--- config.mk ---
export PLATFORM = sky130hd
export DESIGN_NAME = refill_port_arbiter_flat
export DESIGN_NICKNAME = d
export VERILOG_FILES = /design/src/rtl/refill_port_arbiter_pkg.sv /design/src/rtl/refill_port_arbiter_if.sv /design/src/rtl/rr_pick2.sv /design/src/rtl/refill_port_arbiter.sv /design/src/flat_wrapper.sv
export SDC_FILE = /design/constraint.sdc
export NUM_CORES = 1
export LEC_CHECK = 0
export BUFFER_PORTS_ARGS = -buffer_cell sky130_fd_sc_hd__buf_2
export CAP_MARGIN = 20
export CORE_MARGIN = 10
export CORE_UTILIZATION = 43
export DETAILED_ROUTE_END_ITERATION = 12
export GPL_ROUTABILITY_DRIVEN = 0
export PLACE_DENSITY = 0.85
export SETUP_SLACK_MARGIN = 0.1
export SYNTH_ARGS = -nofsm -noshare
export SYNTH_HDL_FRONTEND = slang
export SYNTH_HIERARCHICAL = 1
export SYNTH_SLANG_ARGS = --single-unit
--- constraint.sdc ---
create_clock -name clk -period 4.1 [get_ports clk]
set_input_delay 0.205 -clock clk [delete_from_list [all_inputs] [get_ports clk]]
set_output_delay 0.205 -clock clk [all_outputs]
set_load 0.02 [all_outputs]
--- src/rtl/refill_port_arbiter_pkg.sv ---
`default_nettype none
// ============================================================================
//  Module      : refill_pkg
//  Description : Shared types and constants for the refill port arbiter.
//  Revision    : 1.0 - initial release
// ============================================================================
package refill_pkg;

    function automatic int unsigned beats_for(input int unsigned word_offset);
        return 32'd1 << word_offset;
    endfunction

    localparam int unsigned WORD_OFFSET_DEFAULT = 2;
    localparam int unsigned BEATS               = beats_for(WORD_OFFSET_DEFAULT);

    localparam logic REQ_IC = 1'b0;
    localparam logic REQ_DC = 1'b1;

    typedef enum logic [1:0] {
        IDLE    = 2'd0,
        BUSY    = 2'd1,
        RELEASE = 2'd2
    } state_t;

endpackage
`default_nettype wire

--- src/rtl/refill_port_arbiter_if.sv ---
`default_nettype none
// ============================================================================
//  Module      : refill_port_arbiter_if
//  Description : Cache-side and memory-side signals of the refill port.
//  Revision    : 1.0 - initial release
// ============================================================================
interface refill_port_arbiter_if #(
    parameter int ADR_WIDTH   = 32,
    parameter int DATA_WIDTH  = 32,
    parameter int WORD_OFFSET = 2
);
    logic                   req_cc02arb;
    logic [ADR_WIDTH-1:0]   adr_cc02arb;
    logic                   req_cc12arb;
    logic [ADR_WIDTH-1:0]   adr_cc12arb;
    logic                   ack_arb2cc0;
    logic                   ack_arb2cc1;
    logic [DATA_WIDTH-1:0]  dat_arb2cc;
    logic [WORD_OFFSET-1:0] word_arb2cc;
    logic                   req_arb2mem;
    logic [ADR_WIDTH-1:0]   adr_arb2mem;
    logic                   ack_mem2arb;
    logic [DATA_WIDTH-1:0]  dat_mem2arb;
    logic                   owner_arb;
    logic                   err_arb;

    // master: the caches and the memory around the arbiter; slave: the arbiter
    modport master (
        output req_cc02arb, adr_cc02arb, req_cc12arb, adr_cc12arb,
        output ack_mem2arb, dat_mem2arb,
        input  ack_arb2cc0, ack_arb2cc1, dat_arb2cc, word_arb2cc,
        input  req_arb2mem, adr_arb2mem, owner_arb, err_arb
    );

    modport slave (
        input  req_cc02arb, adr_cc02arb, req_cc12arb, adr_cc12arb,
        input  ack_mem2arb, dat_mem2arb,
        output ack_arb2cc0, ack_arb2cc1, dat_arb2cc, word_arb2cc,
        output req_arb2mem, adr_arb2mem, owner_arb, err_arb
    );
endinterface
`default_nettype wire

--- src/rtl/rr_pick2.sv ---
`default_nettype none
// ============================================================================
//  Module      : rr_pick2
//  Description : Combinational two-way round-robin pick.
//  Revision    : 1.0 - initial release
// ============================================================================
module rr_pick2 (
    input  logic req0,
    input  logic req1,
    input  logic last,
    output logic gnt_valid,
    output logic gnt_id
);
    assign gnt_valid = req0 | req1;
    // On a tie the requester that was not served last wins
    assign gnt_id    = (req0 & req1) ? ~last : req1;
endmodule
`default_nettype wire

--- src/rtl/refill_port_arbiter.sv ---
`default_nettype none
// ============================================================================
//  Module      : refill_port_arbiter
//  Description : Shares the memory refill port between I-cache and D-cache,
//                one full line burst per grant.
//  Revision    : 1.0 - initial release
// ============================================================================
module refill_port_arbiter
    import refill_pkg::*;
#(
    parameter int ADR_WIDTH   = 32,
    parameter int DATA_WIDTH  = 32,
    parameter int WORD_OFFSET = 2
) (
    input  logic                 clk,
    input  logic                 rst,
    refill_port_arbiter_if.slave bus
);
    localparam logic [WORD_OFFSET-1:0] c_last_beat =
        WORD_OFFSET'(beats_for(WORD_OFFSET) - 1);

    state_t                 state_q,   state_d;
    logic                   owner_q,   owner_d;
    logic                   last_q,    last_d;
    logic                   req_mem_q, req_mem_d;
    logic                   err_q,     err_d;
    logic                   abort_q,   abort_d;
    logic [WORD_OFFSET-1:0] beat_q,    beat_d;
    logic [ADR_WIDTH-1:0]   adr_q,     adr_d;

    logic                   w_gnt_valid;
    logic                   w_gnt_id;
    logic                   w_owner_req;
    logic                   w_fwd;
    logic [DATA_WIDTH-1:0]  w_dat;

    rr_pick2 u_pick (
        .req0      (bus.req_cc02arb),
        .req1      (bus.req_cc12arb),
        .last      (last_q),
        .gnt_valid (w_gnt_valid),
        .gnt_id    (w_gnt_id)
    );

    assign w_owner_req = (owner_q == REQ_DC) ? bus.req_cc12arb : bus.req_cc02arb;
    // Beats of an abandoned burst are still sunk but never reach a cache
    assign w_fwd = (state_q == BUSY) && bus.ack_mem2arb && w_owner_req && !abort_q;

    always_comb begin
        state_d   = state_q;
        owner_d   = owner_q;
        last_d    = last_q;
        req_mem_d = req_mem_q;
        abort_d   = abort_q;
        beat_d    = beat_q;
        adr_d     = adr_q;
        err_d     = 1'b0;
        case (state_q)
            IDLE: begin
                err_d = bus.ack_mem2arb;
                if (w_gnt_valid) begin
                    owner_d   = w_gnt_id;
                    adr_d     = (w_gnt_id == REQ_DC) ? bus.adr_cc12arb : bus.adr_cc02arb;
                    req_mem_d = 1'b1;
                    beat_d    = '0;
                    abort_d   = 1'b0;
                    state_d   = BUSY;
                end
            end
            BUSY: begin
                if (!w_owner_req) begin
                    abort_d = 1'b1;
                end
                if (bus.ack_mem2arb) begin
                    beat_d = beat_q + 1'b1;
                    if (beat_q == c_last_beat) begin
                        req_mem_d = 1'b0;
                        last_d    = owner_q;
                        state_d   = RELEASE;
                    end
                end
            end
            RELEASE: begin
                err_d   = bus.ack_mem2arb;
                state_d = IDLE;
            end
            default: begin
                state_d = IDLE;
            end
        endcase
    end

    always_ff @(posedge clk or negedge rst) begin
        if (!rst) begin
            state_q   <= IDLE;
            owner_q   <= REQ_IC;
            last_q    <= 1'b1;
            req_mem_q <= 1'b0;
            err_q     <= 1'b0;
            abort_q   <= 1'b0;
            beat_q    <= '0;
            adr_q     <= '0;
        end else begin
            state_q   <= state_d;
            owner_q   <= owner_d;
            last_q    <= last_d;
            req_mem_q <= req_mem_d;
            err_q     <= err_d;
            abort_q   <= abort_d;
            beat_q    <= beat_d;
            adr_q     <= adr_d;
        end
    end

    assign w_dat           = bus.dat_mem2arb;
    assign bus.dat_arb2cc  = w_dat;
    assign bus.ack_arb2cc0 = w_fwd && (owner_q == REQ_IC);
    assign bus.ack_arb2cc1 = w_fwd && (owner_q == REQ_DC);
    assign bus.word_arb2cc = beat_q;
    assign bus.req_arb2mem = req_mem_q;
    assign bus.adr_arb2mem = adr_q;
    assign bus.owner_arb   = owner_q;
    assign bus.err_arb     = err_q;

endmodule
`default_nettype wire

--- src/flat_wrapper.sv ---
// flat-port wrapper written by rule: the top's interface ports become plain ports
module refill_port_arbiter_flat import refill_pkg::*;
#(
    parameter int ADR_WIDTH   = 32,
    parameter int DATA_WIDTH  = 32,
    parameter int WORD_OFFSET = 2
)
  (clk, rst, bus_req_cc02arb, bus_adr_cc02arb, bus_req_cc12arb, bus_adr_cc12arb, bus_ack_mem2arb, bus_dat_mem2arb, bus_ack_arb2cc0, bus_ack_arb2cc1, bus_dat_arb2cc, bus_word_arb2cc, bus_req_arb2mem, bus_adr_arb2mem, bus_owner_arb, bus_err_arb);
  refill_port_arbiter_if #(.ADR_WIDTH(ADR_WIDTH), .DATA_WIDTH(DATA_WIDTH), .WORD_OFFSET(WORD_OFFSET)) bus_i ();
  input  logic clk;
  input  logic rst;
  input wire logic [$bits(bus_i.req_cc02arb)-1:0] bus_req_cc02arb;
  input wire logic [$bits(bus_i.adr_cc02arb)-1:0] bus_adr_cc02arb;
  input wire logic [$bits(bus_i.req_cc12arb)-1:0] bus_req_cc12arb;
  input wire logic [$bits(bus_i.adr_cc12arb)-1:0] bus_adr_cc12arb;
  input wire logic [$bits(bus_i.ack_mem2arb)-1:0] bus_ack_mem2arb;
  input wire logic [$bits(bus_i.dat_mem2arb)-1:0] bus_dat_mem2arb;
  output wire logic [$bits(bus_i.ack_arb2cc0)-1:0] bus_ack_arb2cc0;
  output wire logic [$bits(bus_i.ack_arb2cc1)-1:0] bus_ack_arb2cc1;
  output wire logic [$bits(bus_i.dat_arb2cc)-1:0] bus_dat_arb2cc;
  output wire logic [$bits(bus_i.word_arb2cc)-1:0] bus_word_arb2cc;
  output wire logic [$bits(bus_i.req_arb2mem)-1:0] bus_req_arb2mem;
  output wire logic [$bits(bus_i.adr_arb2mem)-1:0] bus_adr_arb2mem;
  output wire logic [$bits(bus_i.owner_arb)-1:0] bus_owner_arb;
  output wire logic [$bits(bus_i.err_arb)-1:0] bus_err_arb;
  assign bus_i.req_cc02arb = bus_req_cc02arb;
  assign bus_i.adr_cc02arb = bus_adr_cc02arb;
  assign bus_i.req_cc12arb = bus_req_cc12arb;
  assign bus_i.adr_cc12arb = bus_adr_cc12arb;
  assign bus_i.ack_mem2arb = bus_ack_mem2arb;
  assign bus_i.dat_mem2arb = bus_dat_mem2arb;
  assign bus_ack_arb2cc0 = bus_i.ack_arb2cc0;
  assign bus_ack_arb2cc1 = bus_i.ack_arb2cc1;
  assign bus_dat_arb2cc = bus_i.dat_arb2cc;
  assign bus_word_arb2cc = bus_i.word_arb2cc;
  assign bus_req_arb2mem = bus_i.req_arb2mem;
  assign bus_adr_arb2mem = bus_i.adr_arb2mem;
  assign bus_owner_arb = bus_i.owner_arb;
  assign bus_err_arb = bus_i.err_arb;
  refill_port_arbiter #(.ADR_WIDTH(ADR_WIDTH), .DATA_WIDTH(DATA_WIDTH), .WORD_OFFSET(WORD_OFFSET)) u_core (.clk(clk), .rst(rst), .bus(bus_i));
endmodule
==> implementation parameters, run 1 <==
Parameter                              Value

Outcome
  Status ... complete, no violations

Global route
  Number of global-route vias before repair ... about 1700
  Met1 global-route usage ... around 11%
  Congestion Overflow GR ... 0
  First-pass GRT wire length ... 7.96 mm
  Global Route met2 Usage ... around a fifth
  Largest net degree at the start of global routing ... between 40 and 50
  Layer carrying the most global-route usage ... met2
  Number of antenna violations at the first check in global routing ... 0
  Met3 track demand over resource in global routing ... under 10%
  Gr usage total ... 11.2%

Placement
  Pre-CTS WS ... about 2.0 ns
  Sum of net half-perimeters after detailed placement ... 4.22 mm
  Instance area after placement ... between 0.002 and 0.003 mm²
  DP Cell Count ... around 310
  Port-buffer cells ... ~110

Routing
  Post-route DRC violation count ... 0
  Antenna-violating nets left ... 0
  Wirelength per Cell ... 16.6 µm
  Detailed-router iteration count before antenna repair ... 4
  Routed via count divided by cell count ... a little under 5
  Iteration-0 DRC count of the detailed router ... 14
  Detailed-route via count ... around 1500
  Detailed-route wire length ... 5.26 mm

Setup path
  Minimum setup slack among reg-to-reg paths ... ~2.0 ns
  Capturing point of the worst reg2reg path ... u_core/bus.adr_arb2mem[16]
  Worst setup path startpoint ... u_core/state_q[0]
  Crit end category ... flip-flop
  Critical path class ... reg -> reg
  Launch point of the worst reg-to-reg path ... u_core/state_q[0]
  Data required time of the critical path ... 4.27 ns
  Critical Path Fanout Max ... 20
  Worst setup path end ... u_core/bus.adr_arb2mem[16]
  Arrival time at the worst endpoint ... between 2 and 2.5 ns
  Critical Path Start Type ... flip-flop
  Reg2reg path depth ... 3

STA
  Post-route fraction of the period consumed by the critical path ... 50.8%
  Relative slew margins ... roughly 30%
  Final critical path time including I/O delays and setup ... 2.08 ns
  Min setup slack post-route ... a little over 2 ns
  Worst-margin pin slew ... roughly 1.1 ns
  Final setup viols ... 0
  Final max-slew violation count ... 0
  Sum of negative setup slack ... 0 ns
  RSZ-0062 raised after global routing ... false
  Setup Skew ... roughly 0.0073 ns
  Number of failing hold endpoints at the final stage ... 0
  Achievable frequency ... roughly 480 MHz

Floorplanning
  Total Die Area ... just under 0.009 mm²
  Initial standard-cell utilization of the core ... between 40 and 50%
  Die Ht ... 93.0 µm
  Num ports ... roughly 170
  Core area ... about 0.0051 mm²
  Site row count ... 26
  Die Wd ... approximately 93 µm

Clock tree
  PostCTS Resize Cnt ... 0
  Reg clk slew, reported paths ... 0.08 ns
  Hold bufs inserted after CTS ... 0
  Insertion delay of the later-clocked pin in the worst-skew pair ... between 0.2 and 0.3 ns
  Number of buffers inserted by post-CTS setup repair ... 0
  Number of buffers created by CTS ... 5
  CTS tree ... yes
  CTS Buffer Depth ... 2
  H-tree level count ... 2
  CTS root buf ... clkbuf_8
  Clock net sink count ... 41

Finish
  Area grow syn2layout ... 17.8%
  Layout Cells excl Fill ... around 320
  Post-layout net count ... between 300 and 400
  Share of final-layout standard cells stronger than drive strength 1 ... around three quarters
  Area of all placed cells without fillers ... between 0.002 and 0.003 mm²
  Number of diodes ... 0

Synthesis
  FFs w/ async S/R, synth ... 100%
  Number of synthesized flops with an enable pin ... 0
  Yosys top cell by area ... dfrtp_1
  Count of state elements after synthesis ... 41
  Post-synth top cells ... mux2_2, dfrtp_1, buf_4, buf_6
  Xor/xnor cell area share of the yosys netlist ... 0%
  Leading post-synthesis cells by cell area ... dfrtp_1, mux2_2, buf_4, buf_6, mux2_4
  Predominant post-synthesis flop cell ... dfrtp_1
  Post-Synthesis Cell Area ... ~0.0023 mm²
  Post-synthesis average cell area ... 13.4 µm²
  Share of synthesized area occupied by flip-flops and latches ... ~45%
  Area share of the leading cell type in the synthesized netlist ... 43.7%
  Most common cell in the synthesized netlist ... mux2_2
  Yosys warning count ... 6
  Simple-gate portion of the synthesized area ... under 10%
  Number of different library cells in the post-synthesis netlist ... 28
  Main combinational cell family by area after synthesis ... multiplexers
  Compound-cell area share of the yosys netlist ... under 10%
  Multiplexer share of the synthesized area ... approximately a third
  Syn Inst Count ... around 170
  Net count of the mapped netlist ... roughly 270
  Synth Area in Adders ... 0.546%

Power and ir drop
  Static Leakage ... about 1.3 nW
  Overall Power ... approximately 1.9 mW
  Maximum resistive drop on vdd ... around 0.00028 V
  Power density over cell area ... just under 700 mW/mm²

Flow run
  Max cap viols ... 0

Hold path
  Hold/Removal Path Class ... in -> async
-- layout make-up --
cell class | instances | area (µm²)
clock buffer | 6 | 72.6
clock inverter | 2 | 10.0
fill | 479 | 2440
inverter | 1 | 3.75
multi-input combinational | 89 | 952
sequential | 41 | 1030
tap | 70 | 87.6
timing repair buffer | 108 | 543
-- layout by cell type, fill, tap and decap left out, drive strengths merged --
cell     instances
a211o            2
a21boi           1
a21o             1
a31oi            1
a32o             1
and3b            2
and4b            1
buf            108
clkbuf           6
clkinv           2
dfrtp           40
dfstp            1
ha               1
inv              1
mux2            66
nand2            1
nand2b           1
nand4b           1
nand4bb          1
nor2             2
nor2b            2
nor3b            1
nor4bb           1
o21bai           1
or2              1
or3b             1
-- cells by family (layout without fill, tap and decap cells) --
logic type | after synthesis | count (layout)
compound gates | 7 | 7
fa+ha+maj | 1 | 1
buf+inv | 41 | 117
flops | 41 | 41
mux | 66 | 66
simple gates | 15 | 15
-- routing by layer --
metal | part of all wire, % | vias up
met5 | 0 | -
met4 | 0.95 | 0
met3 | 12 | 12
met2 | 51 | 82
met1 | 36 | 720
li1 | - | 723
-- report_power, final --
group | total (mW) | switching [mW] | internal [mW] | leakage, nW
Sequential | 0.717 | 0.111 | 0.606 | 0.484
Clock | 0.249 | 0.131 | 0.118 | 0.0450
Combinational | 0.907 | 0.480 | 0.427 | 0.795
-- flip-flops by register name, summed over array words and instances (netlist names) --
register,count
u_core/bus.adr_arb2mem,32
u_core/bus.word_arb2cc,2
u_core/state_q,2
u_core/abort_q,1
u_core/bus.err_arb,1
u_core/bus.owner_arb,1
u_core/bus.req_arb2mem,1
u_core/last_q,1
-- worst min-delay path by stage --
| stage | to | startpoint | slack (ns) |
|---|---|---|---|
| floorplan | u_core/abort_q | rst | -0.09 |
| global placement | u_core/bus.adr_arb2mem[23] | rst | 0.39 |
| detailed placement | u_core/bus.adr_arb2mem[24] | rst | 0.39 |
| CTS | u_core/bus.adr_arb2mem[25] | rst | 0.07 |
| global route | u_core/state_q[0] | rst | 0.1 |
| finish | u_core/bus.adr_arb2mem[25] | rst | 0.05 |
-- worst max-delay path, cell delays in order (launching register included) --
cell and delay [ns]:
dfrtp_1 0.51, nor3b_4 0.66, buf_4 0.40, mux2_2 0.38
-- through the flow --
step | hold slack, ns | util, %
after floorplan | -0.0906 | -
after global placement | 0.389 | 50.9
after detailed placement | 0.391 | 50.9
after CTS | 0.0720 | 52.5
after global routing | 0.0986 | 52.5
final | 0.0452 | 52.5
(Power assumes the default switching activity.)
==> inputs of run 2 (changes only) <==
- CORE_UTILIZATION: 43 -> 40
- PLACE_DENSITY: 0.85 -> 0.8
- clock period: 4.1 -> 2.1 ns (I/O delays scaled with it)
==> implementation parameters, run 2 (synthesis results as in run 1) <==
Parameter                              Value

Outcome
  Status ... complete, no violations (unchanged)

Power and ir drop
  Maximum resistive drop on vdd ... 0.000635 V (was 0.000276 V)
  Static Leakage ... 1.36 nW (was 1.32 nW)
  Power density over cell area ... 1390 mW/mm² (was 695 mW/mm²)

Routing
  Detailed-route wire length ... 5.35 mm (was 5.26 mm)
  Wirelength per Cell ... 16.6 µm (about the same)
  Detailed-router iteration count before antenna repair ... 4 (unchanged)
  Detailed-route via count ... 1556 (was 1537)
  Iteration-0 DRC count of the detailed router ... 16 (was 14)
  Routed via count divided by cell count ... 4.83 (was 4.85)
  Post-route DRC violation count ... 0 (unchanged)
  Antenna-violating nets left ... 0 (unchanged)

Global route
  First-pass GRT wire length ... 8.25 mm (was 7.96 mm)
  Met3 track demand over resource in global routing ... 5.18% (was 6.47%)
  Largest net degree at the start of global routing ... 42 (unchanged)
  Layer carrying the most global-route usage ... met2 (unchanged)
  Congestion Overflow GR ... 0 (unchanged)
  Number of global-route vias before repair ... 1706 (was 1651)
  Number of antenna violations at the first check in global routing ... 0 (unchanged)
  Met1 global-route usage ... 11.6% (was 11.0%)
  Global Route met2 Usage ... 19.8% (was 19.7%)
  Gr usage total ... 11.4% (was 11.2%)

Clock tree
  Hold bufs inserted after CTS ... 1 (was 0)
  Clock net sink count ... 41 (unchanged)
  CTS tree ... yes (unchanged)
  PostCTS Resize Cnt ... 0 (unchanged)
  H-tree level count ... 2 (unchanged)
  CTS Buffer Depth ... 2 (unchanged)
  Number of buffers inserted by post-CTS setup repair ... 0 (unchanged)
  Number of buffers created by CTS ... 5 (unchanged)
  Insertion delay of the later-clocked pin in the worst-skew pair ... 0.28 ns (about the same)
  Reg clk slew, reported paths ... 0.08 ns (about the same)
  CTS root buf ... clkbuf_8 (unchanged)

STA
  Final max-slew violation count ... 0 (unchanged)
  Relative slew margins ... 39.0% (was 29.8%)
  Final critical path time including I/O delays and setup ... 1.66 ns (was 2.08 ns)
  Setup Skew ... 0.00296 ns (was 0.00732 ns)
  Number of failing hold endpoints at the final stage ... 0 (unchanged)
  Min setup slack post-route ... 0.437 ns (was 2.02 ns)
  Final setup viols ... 0 (unchanged)
  Worst-margin pin slew ... 0.914 ns (was 1.05 ns)
  Post-route fraction of the period consumed by the critical path ... 79.2% (was 50.8%)
  RSZ-0062 raised after global routing ... false (unchanged)
  Sum of negative setup slack ... 0 ns (unchanged)
  Achievable frequency ... 601 MHz (was 481 MHz)

Setup path
  Minimum setup slack among reg-to-reg paths ... 0.44 ns (was 2.02 ns)
  Critical Path Start Type ... flip-flop (unchanged)
  Crit path buffers/inverters ... 1 (unchanged)
  Delay-heaviest family, CP ... multiplexers (was simple AND/OR/NAND/NOR gates)
  Arrival time at the worst endpoint ... 1.84 ns (was 2.25 ns)
  Reg2reg path depth ... 4 (was 3)
  Data required time of the critical path ... 2.27 ns (was 4.27 ns)
  Crit end category ... flip-flop (unchanged)
  Number of cells on the critical path ... 4 (was 3)
  Largest stage delay, worst path ... 0.39 ns (was 0.66 ns)
  Critical Path Fanout Max ... 27 (was 20)
  Critical path class ... reg -> reg (unchanged)
  Standard cell with the maximum stage delay on the critical path ... dfstp_2 (was nor3b_4)
  Sequence of cells on the critical path ... a21boi_4, buf_12, mux2_2, mux2_2 (was nor3b_4, buf_4, mux2_2)
  Library cell appearing most often on the critical path ... mux2_2

Finish
  Largest register FFs ... 32 (unchanged)
  Number of filler instances in the final layout ... 496 (was 479)
  Commonest cells after routing, fill and taps aside ... buf_2, mux2_2, dfrtp_1, clkbuf_8 (unchanged)
  Post-layout net count ... 351 (was 348)
  Commonest non-fill, non-tap cell in the layout ... buf_2 (unchanged)
  Number of diodes ... 0 (unchanged)
  Sequential standard cell area ... 0.00103 mm² (unchanged)
  Footprint of the multi-input gates ... 952 µm² (unchanged)
  Area grow syn2layout ... 21.0% (was 17.8%)
  Final core area utilization ... 50.0% (was 52.5%)
  Share of final-layout standard cells stronger than drive strength 1 ... 74.4% (was 74.5%)

Placement
  Pre-CTS WS ... 0.437 ns (was 2.00 ns)
  Sum of net half-perimeters after detailed placement ... 4.17 mm (was 4.22 mm)
  Port-buffer cells ... 107 (unchanged)

Hold path
  Number of cells on the worst hold path ... 2
  Hold/Removal Path Class ... in -> reg (was in -> async)

Floorplanning
  Core area ... 0.00554 mm² (was 0.00514 mm²)
  Die Ht ... 95.7 µm (was 93.0 µm)
  Total Die Area ... 0.00915 mm² (was 0.00864 mm²)
  Num ports ... 172 (unchanged)
  Die Wd ... 95.7 µm (was 93.0 µm)
  Initial standard-cell utilization of the core ... 41.3% (was 44.5%)
  Site row count ... 27 (was 26)

Flow run
  Max cap viols ... 0 (unchanged)
==> run 2: through the flow <==
| step | std cells | cell area (µm²) | power [mW] | hold slack [ns] |
|---|---|---|---|---|
| 2_1_floorplan | 171 | 2290 | 2.74 | -0.191 |
| 3_3_place_gp | 313 | 2640 | 3.20 | 0.210 |
| 3_5_place_dp | 313 | 2640 | 3.26 | 0.210 |
| 4_1_cts | 322 | 2770 | 3.93 | 0.0819 |
| 5_1_grt | 322 | 2770 | 4.11 | 0.0894 |
| 6_report | 322 | 2770 | 3.85 | 0.100 |
==> run 2: final cells by class <==
class                           instances  area share, %
Sequential cell                        41           37.1
Multi-Input combinational cell         89           34.4
Timing Repair Buffer                  111           21.0
Tap cell                               72           3.25
Clock buffer                            7           3.12
Clock inverter                          1           1.08
Inverter                                1          0.136
==> run 2: layer usage <==
layer / wire, µm / up-vias
met5: 0 / -
met4: 78 / 0
met3: 739 / 13
met2: 2630 / 79
met1: 1900 / 738
li1: - / 726
==> run 2: worst paths after layout <==
kind / from / end
min in group asynchronous: rst / u_core/bus.adr_arb2mem[21]
worst max-delay path: u_core/last_q / u_core/bus.adr_arb2mem[15]
worst min register to register: u_core/abort_q / u_core/abort_q
max in group asynchronous: rst / u_core/state_q[0]
worst min-delay path: bus_ack_mem2arb / u_core/state_q[0]
worst max register to register: u_core/last_q / u_core/bus.adr_arb2mem[15]
==> run 2: report_power, final <==
part | internal, mW | switching [mW]
Clock | 0.388 | 0.265
Sequential | 1.18 | 0.228
Combinational | 0.854 | 0.938
Total | 2.42 | 1.43
==> inputs of run 3 (changes only) <==
- ABC_AREA: unset -> 1
- CORE_UTILIZATION: 40 -> 37
- PLACE_DENSITY: 0.8 -> 0.78
- clock period: 2.1 -> 1.4 ns (I/O delays scaled with it)
==> implementation parameters, run 3 <==
Parameter                              Value

Outcome
  Status ... complete, no violations (unchanged)

Clock tree
  Insertion delay of the later-clocked pin in the worst-skew pair ... 0.28 ns (about the same)
  Reg clk slew, reported paths ... 0.08 ns (about the same)
  H-tree level count ... 2 (unchanged)
  Clock net sink count ... 41 (unchanged)
  CTS tree ... yes (unchanged)
  CTS Buffer Depth ... 2 (unchanged)
  CTS root buf ... clkbuf_8 (unchanged)
  Number of buffers created by CTS ... 5 (unchanged)

STA
  Relative slew margins ... 71.0% (was 39.0%)
  Setup Skew ... 0.00339 ns (was 0.00296 ns)
  Number of failing hold endpoints at the final stage ... 0 (unchanged)
  Worst-margin pin slew ... 0.434 ns (was 0.914 ns)
  Final setup viols ... 0 (unchanged)
  Post-route fraction of the period consumed by the critical path ... ~100%
  Final-layout worst hold slack ... 0.0670 ns (was 0.100 ns)
  RSZ-0062 raised after global routing ... true (was false)
  Achievable frequency ... approximately 720 MHz
  Final critical path time including I/O delays and setup ... around 1.4 ns
  Final max-slew violation count ... 0 (unchanged)

Global route
  First-pass GRT wire length ... 10.4 mm (was 8.25 mm)
  Number of antenna violations at the first check in global routing ... 0 (unchanged)
  Congestion Overflow GR ... 0 (unchanged)
  Number of global-route vias before repair ... 2352 (was 1706)
  Gr usage total ... 12.6% (was 11.4%)
  Largest net degree at the start of global routing ... 27 (was 42)

Setup path
  Crit end category ... output pin (was flip-flop)
  Launch point of the worst reg-to-reg path ... u_core/state_q[1] (was u_core/last_q)
  Standard cell with the maximum stage delay on the critical path ... dfrtp_1 (was dfstp_2)
  Critical path class ... reg -> out (was reg -> reg)
  Reg2reg path depth ... 6 (was 4)
  Critical Path Fanout Max ... 3 (was 27)
  Arrival time at the worst endpoint ... 1.33 ns (was 1.84 ns)
  Capturing point of the worst reg2reg path ... u_core/bus.word_arb2cc[0] (was u_core/bus.adr_arb2mem[15])
  Data required time of the critical path ... 1.33 ns (was 2.27 ns)
  Critical Path Start Type ... flip-flop (unchanged)
  Largest stage delay, worst path ... 0.40 ns (was 0.39 ns)
  Worst setup path end ... bus_ack_arb2cc0 (was u_core/bus.adr_arb2mem[15])
  Minimum setup slack among reg-to-reg paths ... 0.20 ns (was 0.44 ns)
  Worst setup path startpoint ... u_core/state_q[1] (was u_core/last_q)
  Sequence of cells on the critical path ... inv_2, nand2_4, nor2_4, nand3_2, nor2_2, buf_6 (was a21boi_4, buf_12, mux2_2, mux2_2)

Routing
  Post-route DRC violation count ... 0 (unchanged)
  Iteration-0 DRC count of the detailed router ... 56 (was 16)
  Wirelength per Cell ... 13.0 µm (was 16.6 µm)
  Detailed-route via count ... 2172 (was 1556)
  Antenna-violating nets left ... 0 (unchanged)
  Detailed-route wire length ... 6.34 mm (was 5.35 mm)
  Detailed-router iteration count before antenna repair ... 4 (unchanged)
  Routed via count divided by cell count ... 4.46 (was 4.83)

Synthesis
  Leading post-synthesis cells by cell area ... dfrtp_1, nand2_1, buf_4, buf_6, nand3_1 (was dfrtp_1, mux2_2, buf_4, buf_6, mux2_4)
  Post-synthesis average cell area ... 7.10 µm² (was 13.4 µm²)
  Yosys top cell by area ... dfrtp_1 (unchanged)
  Syn Inst Count ... 324 (was 171)
  FFs w/ async S/R, synth ... 100% (unchanged)
  Area share of the leading cell type in the synthesized netlist ... 43.5% (was 43.7%)
  Count of state elements after synthesis ... 41 (unchanged)
  Post-Synthesis Cell Area ... 0.00230 mm² (was 0.00229 mm²)
  Net count of the mapped netlist ... 426 (was 273)
  Most common cell in the synthesized netlist ... nand2_1 (was mux2_2)
  Share of synthesized area occupied by flip-flops and latches ... 44.7% (was 44.9%)
  Post-synth top cells ... nand2_1, dfrtp_1, buf_4, inv_1, nand3_1 (was mux2_2, dfrtp_1, buf_4, buf_6)
  Predominant post-synthesis flop cell ... dfrtp_1 (unchanged)
  Yosys warning count ... 6 (unchanged)
  Number of synthesized flops with an enable pin ... 0 (unchanged)
  Number of different library cells in the post-synthesis netlist ... 16 (was 28)

Finish
  Commonest cells after routing, fill and taps aside ... nand2_1, buf_2, dfrtp_1, buf_4 (was buf_2, mux2_2, dfrtp_1, clkbuf_8)
  Number of diodes ... 0 (unchanged)
  Commonest non-fill, non-tap cell in the layout ... nand2_1 (was buf_2)
  Largest register FFs ... 32 (unchanged)
  Share of final-layout standard cells stronger than drive strength 1 ... 35.2% (was 74.4%)
  Area of all placed cells without fillers ... 0.00292 mm² (was 0.00277 mm²)
  Post-layout net count ... 513 (was 351)
  Area grow syn2layout ... 27.0% (was 21.0%)

Placement
  Sum of net half-perimeters after detailed placement ... 4.81 mm (was 4.17 mm)
  Instance area after placement ... 0.00268 mm² (was 0.00264 mm²)
  Port-buffer cells ... 107 (unchanged)

Power and ir drop
  Static Leakage ... 1.81 nW (was 1.36 nW)
  Power density over cell area ... 1930 mW/mm² (was 1390 mW/mm²)
  Maximum resistive drop on vdd ... 0.000835 V (was 0.000635 V)

Floorplanning
  Initial standard-cell utilization of the core ... 38.4% (was 41.3%)
  Die Ht ... 98.8 µm (was 95.7 µm)
  Num ports ... 172 (unchanged)
  Die Wd ... 98.8 µm (was 95.7 µm)
  Site row count ... 28 (was 27)
  Core area ... 0.00599 mm² (was 0.00554 mm²)
  Total Die Area ... 0.00977 mm² (was 0.00915 mm²)

Hold path
  Hold/Removal Path Class ... in -> reg (unchanged)
  Number of cells on the worst hold path ... 5 (was 2)

Flow run
  Max cap viols ... 0 (unchanged)
## run 3: changes by cell type after synthesis, sizes merged, moves of 3 or more
cell and change:
nand2 +206, mux2 -66, inv +10, nand3 +8, buf +7, nor2 +3, o21ai +3
## run 3: what timing repair did
item / 4_1_cts / 5_1_grt
pin swaps: 1 / 5
hold buffers: 1 / 0
resized for setup: 4 / 14
setup buffers: 3 / 7
hold endpoints to repair: 17 / 0
setup endpoints to repair: 2 / 29
gates cloned: 0 / 0
## run 3: routing by layer
layer / vias up / GRT usage [%] / share of wire [%]
met4: 0 / 5.51 / 2.1
li1: 1108 / - / -
met3: 18 / 5.31 / 9.1
met2: 80 / 20.9 / 46
met1: 966 / 13.7 / 43
met5: - / 0 / 0
## run 3: power by group
group	switching, mW	internal, mW
Combinational	1.78	1.04
Clock	0.385	0.402
Sequential	0.308	1.72
## run 3: cell type report
class | count | area, µm²
Clock buffer | 8 | 90.1
Timing Repair Buffer | 126 | 734
Tap cell | 75 | 93.8
Sequential cell | 41 | 1030
Fill cell | 603 | 3070
Multi-Input combinational cell | 226 | 926
Inverter | 11 | 48.8
## run 3: cell families (layout without fill, tap and decap cells)
group / Yosys count / count (layout) / share of synthesized area (%)
AOI/OAI and AO/OA: 4 / 4 / 0.870
adders and majority gates: 1 / 1 / 0.544
buffers and inverters: 57 / 145 / 17.0
DFF: 41 / 41 / 44.7
and+or+nand+nor: 221 / 221 / 36.9
## run 3: per-stage QoR
step                      utilization [%]  power, mW  setup TNS (ns)  worst slack (ns)  instances
after floorplan                         -       3.86               0             0.236        324
after global placement               44.8       4.60               0             0.191        468
after detailed placement             44.8       4.66               0             0.172        468
after CTS                            47.0       5.53               0            0.0502        480
after global routing                 48.7       6.12          -0.163           -0.0825        487
final                                48.7       5.63               0           0.00387        487
## run 3: worst min-delay path by stage
stage,endpoint,startpoint
2_1_floorplan,u_core/abort_q,rst
6_report,u_core/bus.adr_arb2mem[9],bus_adr_cc02arb[9]
3_5_place_dp,u_core/bus.err_arb,rst
5_1_grt,u_core/bus.adr_arb2mem[4],bus_adr_cc02arb[4]
4_1_cts,u_core/bus.adr_arb2mem[9],bus_adr_cc02arb[9]
3_3_place_gp,u_core/bus.err_arb,rst
## run 3: worst max-delay path: cells and delay by family, from the launching register on
family,cells,cell delay (ns)
buffers and inverters,2,0.21
DFF,1,0.40
and+or+nand+nor,4,0.43
